### src/rtl/vending_controller.sv
`default_nettype none
// ============================================================================
// vending_controller : coin/selection sequencing FSM feeding output_handler.
// Revision 1.0
// ============================================================================
module vending_controller #(
    parameter logic [7:0] PRICE_0 = 8'd15,
    parameter logic [7:0] PRICE_1 = 8'd20,
    parameter logic [7:0] PRICE_2 = 8'd25,
    parameter logic [7:0] PRICE_3 = 8'd30,
    parameter int         TIMEOUT = 1000
) (
    input  logic       clk,
    input  logic       rst_n,
    input  logic       coin_valid,
    input  logic [7:0] coin_value,
    input  logic       sel_valid,
    input  logic [1:0] sel_item,
    input  logic       cancel,
    output logic [7:0] sum_money,
    output logic [7:0] price,
    output logic [1:0] item_select,
    output logic       end_trans,
    output logic       refund_valid,
    output logic [7:0] refund_amount,
    output logic       coin_reject,
    output logic       insufficient,
    output logic       busy
);

    localparam int unsigned c_cnt_w = (TIMEOUT > 2) ? $clog2(TIMEOUT) : 1;
    localparam logic [c_cnt_w-1:0] c_tmo_last = c_cnt_w'(TIMEOUT - 1);

    typedef enum logic [2:0] {
        ST_IDLE     = 3'd0,
        ST_COLLECT  = 3'd1,
        ST_CHECK    = 3'd2,
        ST_DISPENSE = 3'd3,
        ST_REFUND   = 3'd4
    } state_t;

    state_t             r_state;
    state_t             w_state_nxt;
    logic [7:0]         r_sum,       w_sum_nxt;
    logic [7:0]         r_price,     w_price_nxt;
    logic [1:0]         r_item,      w_item_nxt;
    logic [7:0]         r_ref_amt,   w_ref_amt_nxt;
    logic [c_cnt_w-1:0] r_cnt,       w_cnt_nxt;
    logic               r_end,       w_end_nxt;
    logic               r_ref_vld,   w_ref_vld_nxt;
    logic               r_reject,    w_reject_nxt;
    logic               r_insuf,     w_insuf_nxt;
    logic               r_busy;

    logic               w_coin;
    logic [8:0]         w_sum_add;
    logic [7:0]         w_sel_price;

    // A zero-valued coin is not an event at all: it neither adds credit nor
    // masks a selection nor restarts the inactivity count.
    assign w_coin    = coin_valid && (coin_value != 8'd0);
    assign w_sum_add = {1'b0, r_sum} + {1'b0, coin_value};

    always_comb begin
        w_sel_price = PRICE_0;
        case (sel_item)
            2'd0:    w_sel_price = PRICE_0;
            2'd1:    w_sel_price = PRICE_1;
            2'd2:    w_sel_price = PRICE_2;
            default: w_sel_price = PRICE_3;
        endcase
    end

    always_comb begin
        w_state_nxt   = r_state;
        w_sum_nxt     = r_sum;
        w_price_nxt   = r_price;
        w_item_nxt    = r_item;
        w_ref_amt_nxt = r_ref_amt;
        w_cnt_nxt     = r_cnt;
        w_end_nxt     = 1'b0;
        w_ref_vld_nxt = 1'b0;
        w_reject_nxt  = 1'b0;
        w_insuf_nxt   = 1'b0;

        case (r_state)
            ST_IDLE: begin
                w_sum_nxt = 8'd0;
                w_cnt_nxt = '0;
                if (w_coin) begin
                    w_sum_nxt   = coin_value;
                    w_state_nxt = ST_COLLECT;
                end
            end

            ST_COLLECT: begin
                if (cancel) begin
                    w_state_nxt   = ST_REFUND;
                    w_ref_vld_nxt = 1'b1;
                    w_ref_amt_nxt = r_sum;
                    w_cnt_nxt     = '0;
                end else if (w_coin) begin
                    w_cnt_nxt = '0;
                    if (w_sum_add[8]) begin
                        w_reject_nxt = 1'b1;
                    end else begin
                        w_sum_nxt = w_sum_add[7:0];
                    end
                end else if (sel_valid) begin
                    w_item_nxt  = sel_item;
                    w_price_nxt = w_sel_price;
                    w_cnt_nxt   = '0;
                    w_state_nxt = ST_CHECK;
                end else if (r_cnt == c_tmo_last) begin
                    w_state_nxt   = ST_REFUND;
                    w_ref_vld_nxt = 1'b1;
                    w_ref_amt_nxt = r_sum;
                    w_cnt_nxt     = '0;
                end else begin
                    w_cnt_nxt = r_cnt + 1'b1;
                end
            end

            ST_CHECK: begin
                w_cnt_nxt = '0;
                if (r_sum >= r_price) begin
                    w_state_nxt = ST_DISPENSE;
                    w_end_nxt   = 1'b1;
                end else begin
                    w_state_nxt = ST_COLLECT;
                    w_insuf_nxt = 1'b1;
                end
            end

            // sum/price/item stay put while end_trans is visible downstream.
            ST_DISPENSE: begin
                w_state_nxt = ST_IDLE;
                w_sum_nxt   = 8'd0;
                w_price_nxt = 8'd0;
            end

            ST_REFUND: begin
                w_state_nxt = ST_IDLE;
                w_sum_nxt   = 8'd0;
            end

            default: begin
                w_state_nxt = ST_IDLE;
                w_sum_nxt   = 8'd0;
                w_cnt_nxt   = '0;
            end
        endcase
    end

    always_ff @(posedge clk) begin
        if (!rst_n) begin
            r_state   <= ST_IDLE;
            r_sum     <= 8'd0;
            r_price   <= 8'd0;
            r_item    <= 2'd0;
            r_ref_amt <= 8'd0;
            r_cnt     <= '0;
            r_end     <= 1'b0;
            r_ref_vld <= 1'b0;
            r_reject  <= 1'b0;
            r_insuf   <= 1'b0;
            r_busy    <= 1'b0;
        end else begin
            r_state   <= w_state_nxt;
            r_sum     <= w_sum_nxt;
            r_price   <= w_price_nxt;
            r_item    <= w_item_nxt;
            r_ref_amt <= w_ref_amt_nxt;
            r_cnt     <= w_cnt_nxt;
            r_end     <= w_end_nxt;
            r_ref_vld <= w_ref_vld_nxt;
            r_reject  <= w_reject_nxt;
            r_insuf   <= w_insuf_nxt;
            r_busy    <= (w_state_nxt != ST_IDLE);
        end
    end

    assign sum_money     = r_sum;
    assign price         = r_price;
    assign item_select   = r_item;
    assign end_trans     = r_end;
    assign refund_valid  = r_ref_vld;
    assign refund_amount = r_ref_amt;
    assign coin_reject   = r_reject;
    assign insufficient  = r_insuf;
    assign busy          = r_busy;

endmodule
`default_nettype wire

### config.mk
export PLATFORM = sky130hd
export DESIGN_NAME = vending_controller
export DESIGN_NICKNAME = d
export VERILOG_FILES = /design/src/rtl/vending_controller.sv
export SDC_FILE = /design/constraint.sdc
export NUM_CORES = 1
export LEC_CHECK = 0
export ABC_AREA = 0
export CELL_PAD_IN_SITES_DETAIL_PLACEMENT = 1
export CELL_PAD_IN_SITES_GLOBAL_PLACEMENT = 1
export CORE_MARGIN = 2
export CORE_UTILIZATION = 41
export CTS_BUF_LIST = sky130_fd_sc_hd__clkbuf_8 sky130_fd_sc_hd__clkbuf_16
export DETAILED_ROUTE_END_ITERATION = 8
export PLACE_DENSITY = 0.94
export SLEW_MARGIN = 0
export SYNTH_ARGS = -nofsm -noshare
export SYNTH_HDL_FRONTEND = slang
export SYNTH_SLANG_ARGS = --single-unit
### constraint.sdc
create_clock -name clk -period 3.89 [get_ports clk]
set_input_delay 0.778 -clock clk [delete_from_list [all_inputs] [get_ports clk]]
set_output_delay 0.778 -clock clk [all_outputs]
set_load 0.005 [all_outputs]
==> flow_summary.yaml <==
sta:
  finalHoldViolCount: 0
  fin_crit_sh_pct: 85.6
  tightest_slew_ps: 939
  slew_violations: 0
  final.setup.tns_ps: 0
  period_needed_ps: 3330
  fmaxAchievable_mhz: 300
  relSlewSlack_pct: 37.2
  holdWs_ps: 463
  rsz0062_at_grt: "no"
  fin_ws_ps: 561
  skew_ps: 8.26
  setup_violations: 0
routing:
  routed_via_density: 5.85
  ant_nets: 0
  drt_wl_total_um: 7050
  drc_errors: 0
  dr.pass1.iters: 4
  vias: 2380
  drt_iter0_markers: 130
  routedWlPerCell_um: 17.3
floorplan:
  die_w_um: 80.0
  dieHeight_um: 80.0
  core_mm2: 0.00554
  rows: 27
  ios: 46
  initial_core_util_pct: 42.8
  die-area_mm2: 0.00640
worst_setup_path:
  crit-reg2reg-launch: "sum_money[0]"
  required_ps: 4060
  cp_data_arrival_time_ps: 3500
  worstSetupEndpointType: "register"
  setup.worst_path.start_class: "primary input"
  path_class: "in -> reg"
  startpoint: "coin_value[0]"
  cp_max_fo: 12
final_layout:
  fillerInstances: 679
  fin_cells: 407
  num_antenna_cells: 0
  area_growth_syn_to_layout_pct: 23.7
  design_area_mm2: 0.00293
  drive_gt1_share_pct: 6.27
  nets: 369
global_route:
  overflow: 0
  grt_max_degree: 28
  antenna_found_initial: 0
  grt_pass1_vias: 2452
  track_usage_pct: 23.1
  grt_pass1_wl_um: 11600
synth:
  synth_edf_count: 0
  synth_top_area_share_pct: 34.6
  ys.flop_type: "dfxtp_1"
  synth_top_cell_by_area: "dfxtp_1"
  yosysWarnings: 0
  avgSynthCellArea_um2: 8.06
  synth_top_cells_by_area: "dfxtp_1 (35%), ha_1 (10%), nor2_1 (4.9%)"
  synth_seq_cells: 41
  ys_seq_area_share_pct: 34.6
  syn_inst: 294
  async_flop_share_pct: 0
  syn_area_mm2: 0.00237
  ys_types: 50
pwr:
  vdd_drop_max_mv: 0.156
  cellInternalPower_uw: 674
  p_clk_share_pct: 28.6
  cellLeakagePower_nw: 1.12
  power_frac_comb_pct: 24.5
  power_density_mw_per_mm2: 336
  power.share.sequential_pct: 46.9
  power_switching_uw: 311
  p_sw_share_pct: 31.6
cts:
  clk_pin_slew_worst_paths_ps: 80
  cts_resized: 0
  cts_tree: "built"
  clock-sinks: 41
  cts_max_level: 2
  cts_hold_buf: 0
  insertion_delay_ps: 310
  post_cts_buffers: 0
  clockBufferDepth: 2
  clk_root_buffer_cell: "clkbuf_8"
  cts_made_buffers: 5
placement:
  dpl_worst_slack_ps: 395
  port_buffers: 42
  placed_cells: 399
  place_area_mm2: 0.00285
  gp_congestion: 0.846
  dp_hpwl_um: 5320
worst_hold_path:
  holdCritStartpoint: "refund_amount[2]"
  hold_path_class: "reg -> reg"
job:
  drv_cap: 0
status:
  outcome: "finished clean"
## critical path: stages
cell	delay [ps]
clkdlybuf4s50_1	460
ha_1	250
fa_1	430
a211oi_1	350
o21bai_1	130
a31oi_1	270
a2111oi_1	140
buf_4	200
a221oi_1	370
a211oi_1	110
## metrics by stage
stage	utilization [%]	total power, mW
2_1_floorplan	-	0.610
3_3_place_gp	51.4	0.690
3_5_place_dp	51.4	0.706
4_1_cts	52.9	0.985
5_1_grt	52.9	1.03
6_report	52.9	0.985
## area by class of cell
class                           instances  area, um^2  share of cell area [%]
Sequential cell                        41         821                    28.0
Inverter                               14        52.6                    1.79
Clock inverter                          3        17.5                   0.598
Timing Repair Buffer                   47         458                    15.6
Multi-Input combinational cell        225        1420                    48.6
Clock buffer                            5        68.8                    2.35
Tap cell                               72        90.1                    3.07
## state kept, by name (all words and copies together), names as in the netlist
signal	flops
busy	1
coin_reject	1
end_trans	1
insufficient	1
item_select	2
price	5
r_cnt	10
r_state	3
refund_amount	8
refund_valid	1
sum_money	8
## cells in the final DEF, fill, tap and decap left out, types with 2 or more instances in the layout
cell type	Yosys	routed
nor4_1	7	7
or4b_1	2	2
nand3_1	15	15
xnor2_1	2	2
nor2_1	31	31
buf_4	5	5
nor3_1	9	9
o21ai_0	22	22
clkbuf_8	0	5
nand2_1	27	27
a31oi_1	3	3
mux2i_1	4	4
ha_1	19	19
o21bai_1	2	2
o31ai_1	5	5
conb_1	1	3
inv_1	13	13
nand2b_1	3	3
and3_1	3	3
a22oi_1	2	2
dfxtp_1	41	41
nor3b_1	4	4
or2_2	2	2
a221oi_1	5	5
a21o_1	3	3
or3_1	2	2
clkinv_2	0	2
a21boi_0	3	3
nor2b_1	4	4
clkdlybuf4s50_1	0	42
a21oi_1	21	21
a211oi_1	4	4
## cells in the mapped netlist (4+ instances only)
master / number
dfxtp_1: 41
nor2_1: 31
nand2_1: 27
o21ai_0: 22
a21oi_1: 21
ha_1: 19
nand3_1: 15
inv_1: 13
clkbuf_1: 9
nor3_1: 9
nor4_1: 7
a221oi_1: 5
buf_4: 5
o31ai_1: 5
a211oi_1: 4
mux2i_1: 4
nor2b_1: 4
nor3b_1: 4
## logic make-up (layout without fill, tap and decap cells)
logic type / after synthesis / after routing / share of synthesized area [%]
adder cells (fa/ha/maj): 20 / 20 / 10.9
XOR/XNOR: 3 / 3 / 1.11
AND/OR/NAND/NOR: 115 / 115 / 24.5
other: 1 / 3 / 0.158
multiplexers: 5 / 5 / 2.16
buffers and inverters: 30 / 69 / 5.65
AO/OA/AOI/OAI: 79 / 79 / 20.9
flip-flops: 41 / 41 / 34.6
## power groups by stage
stage	Sequential, mW	Combinational (mW)	Clock [mW]
finish	0.462	0.241	0.282
global route	0.463	0.264	0.305
CTS	0.461	0.240	0.284
detailed placement	0.471	0.236	0
global placement	0.469	0.221	0
floorplan	0.461	0.149	0
## metal layers
metal  GRT usage (%)  vias to the layer above  wire, um
li1                -                     1131         -
met1            27.8                     1164      3080
met2            39.3                       65      3460
met3            4.75                       20       315
met4            10.5                        0       192
met5               0                        -         0
## worst paths after layout
kind	endpoint	slack [ps]	cells after the start
max	sum_money[0]	560	10
min	refund_amount[2]	460	2
max reg2reg	sum_money[0]	1170	9
min reg2reg	refund_amount[2]	460	2
Power figures use the tool's default switching activity.
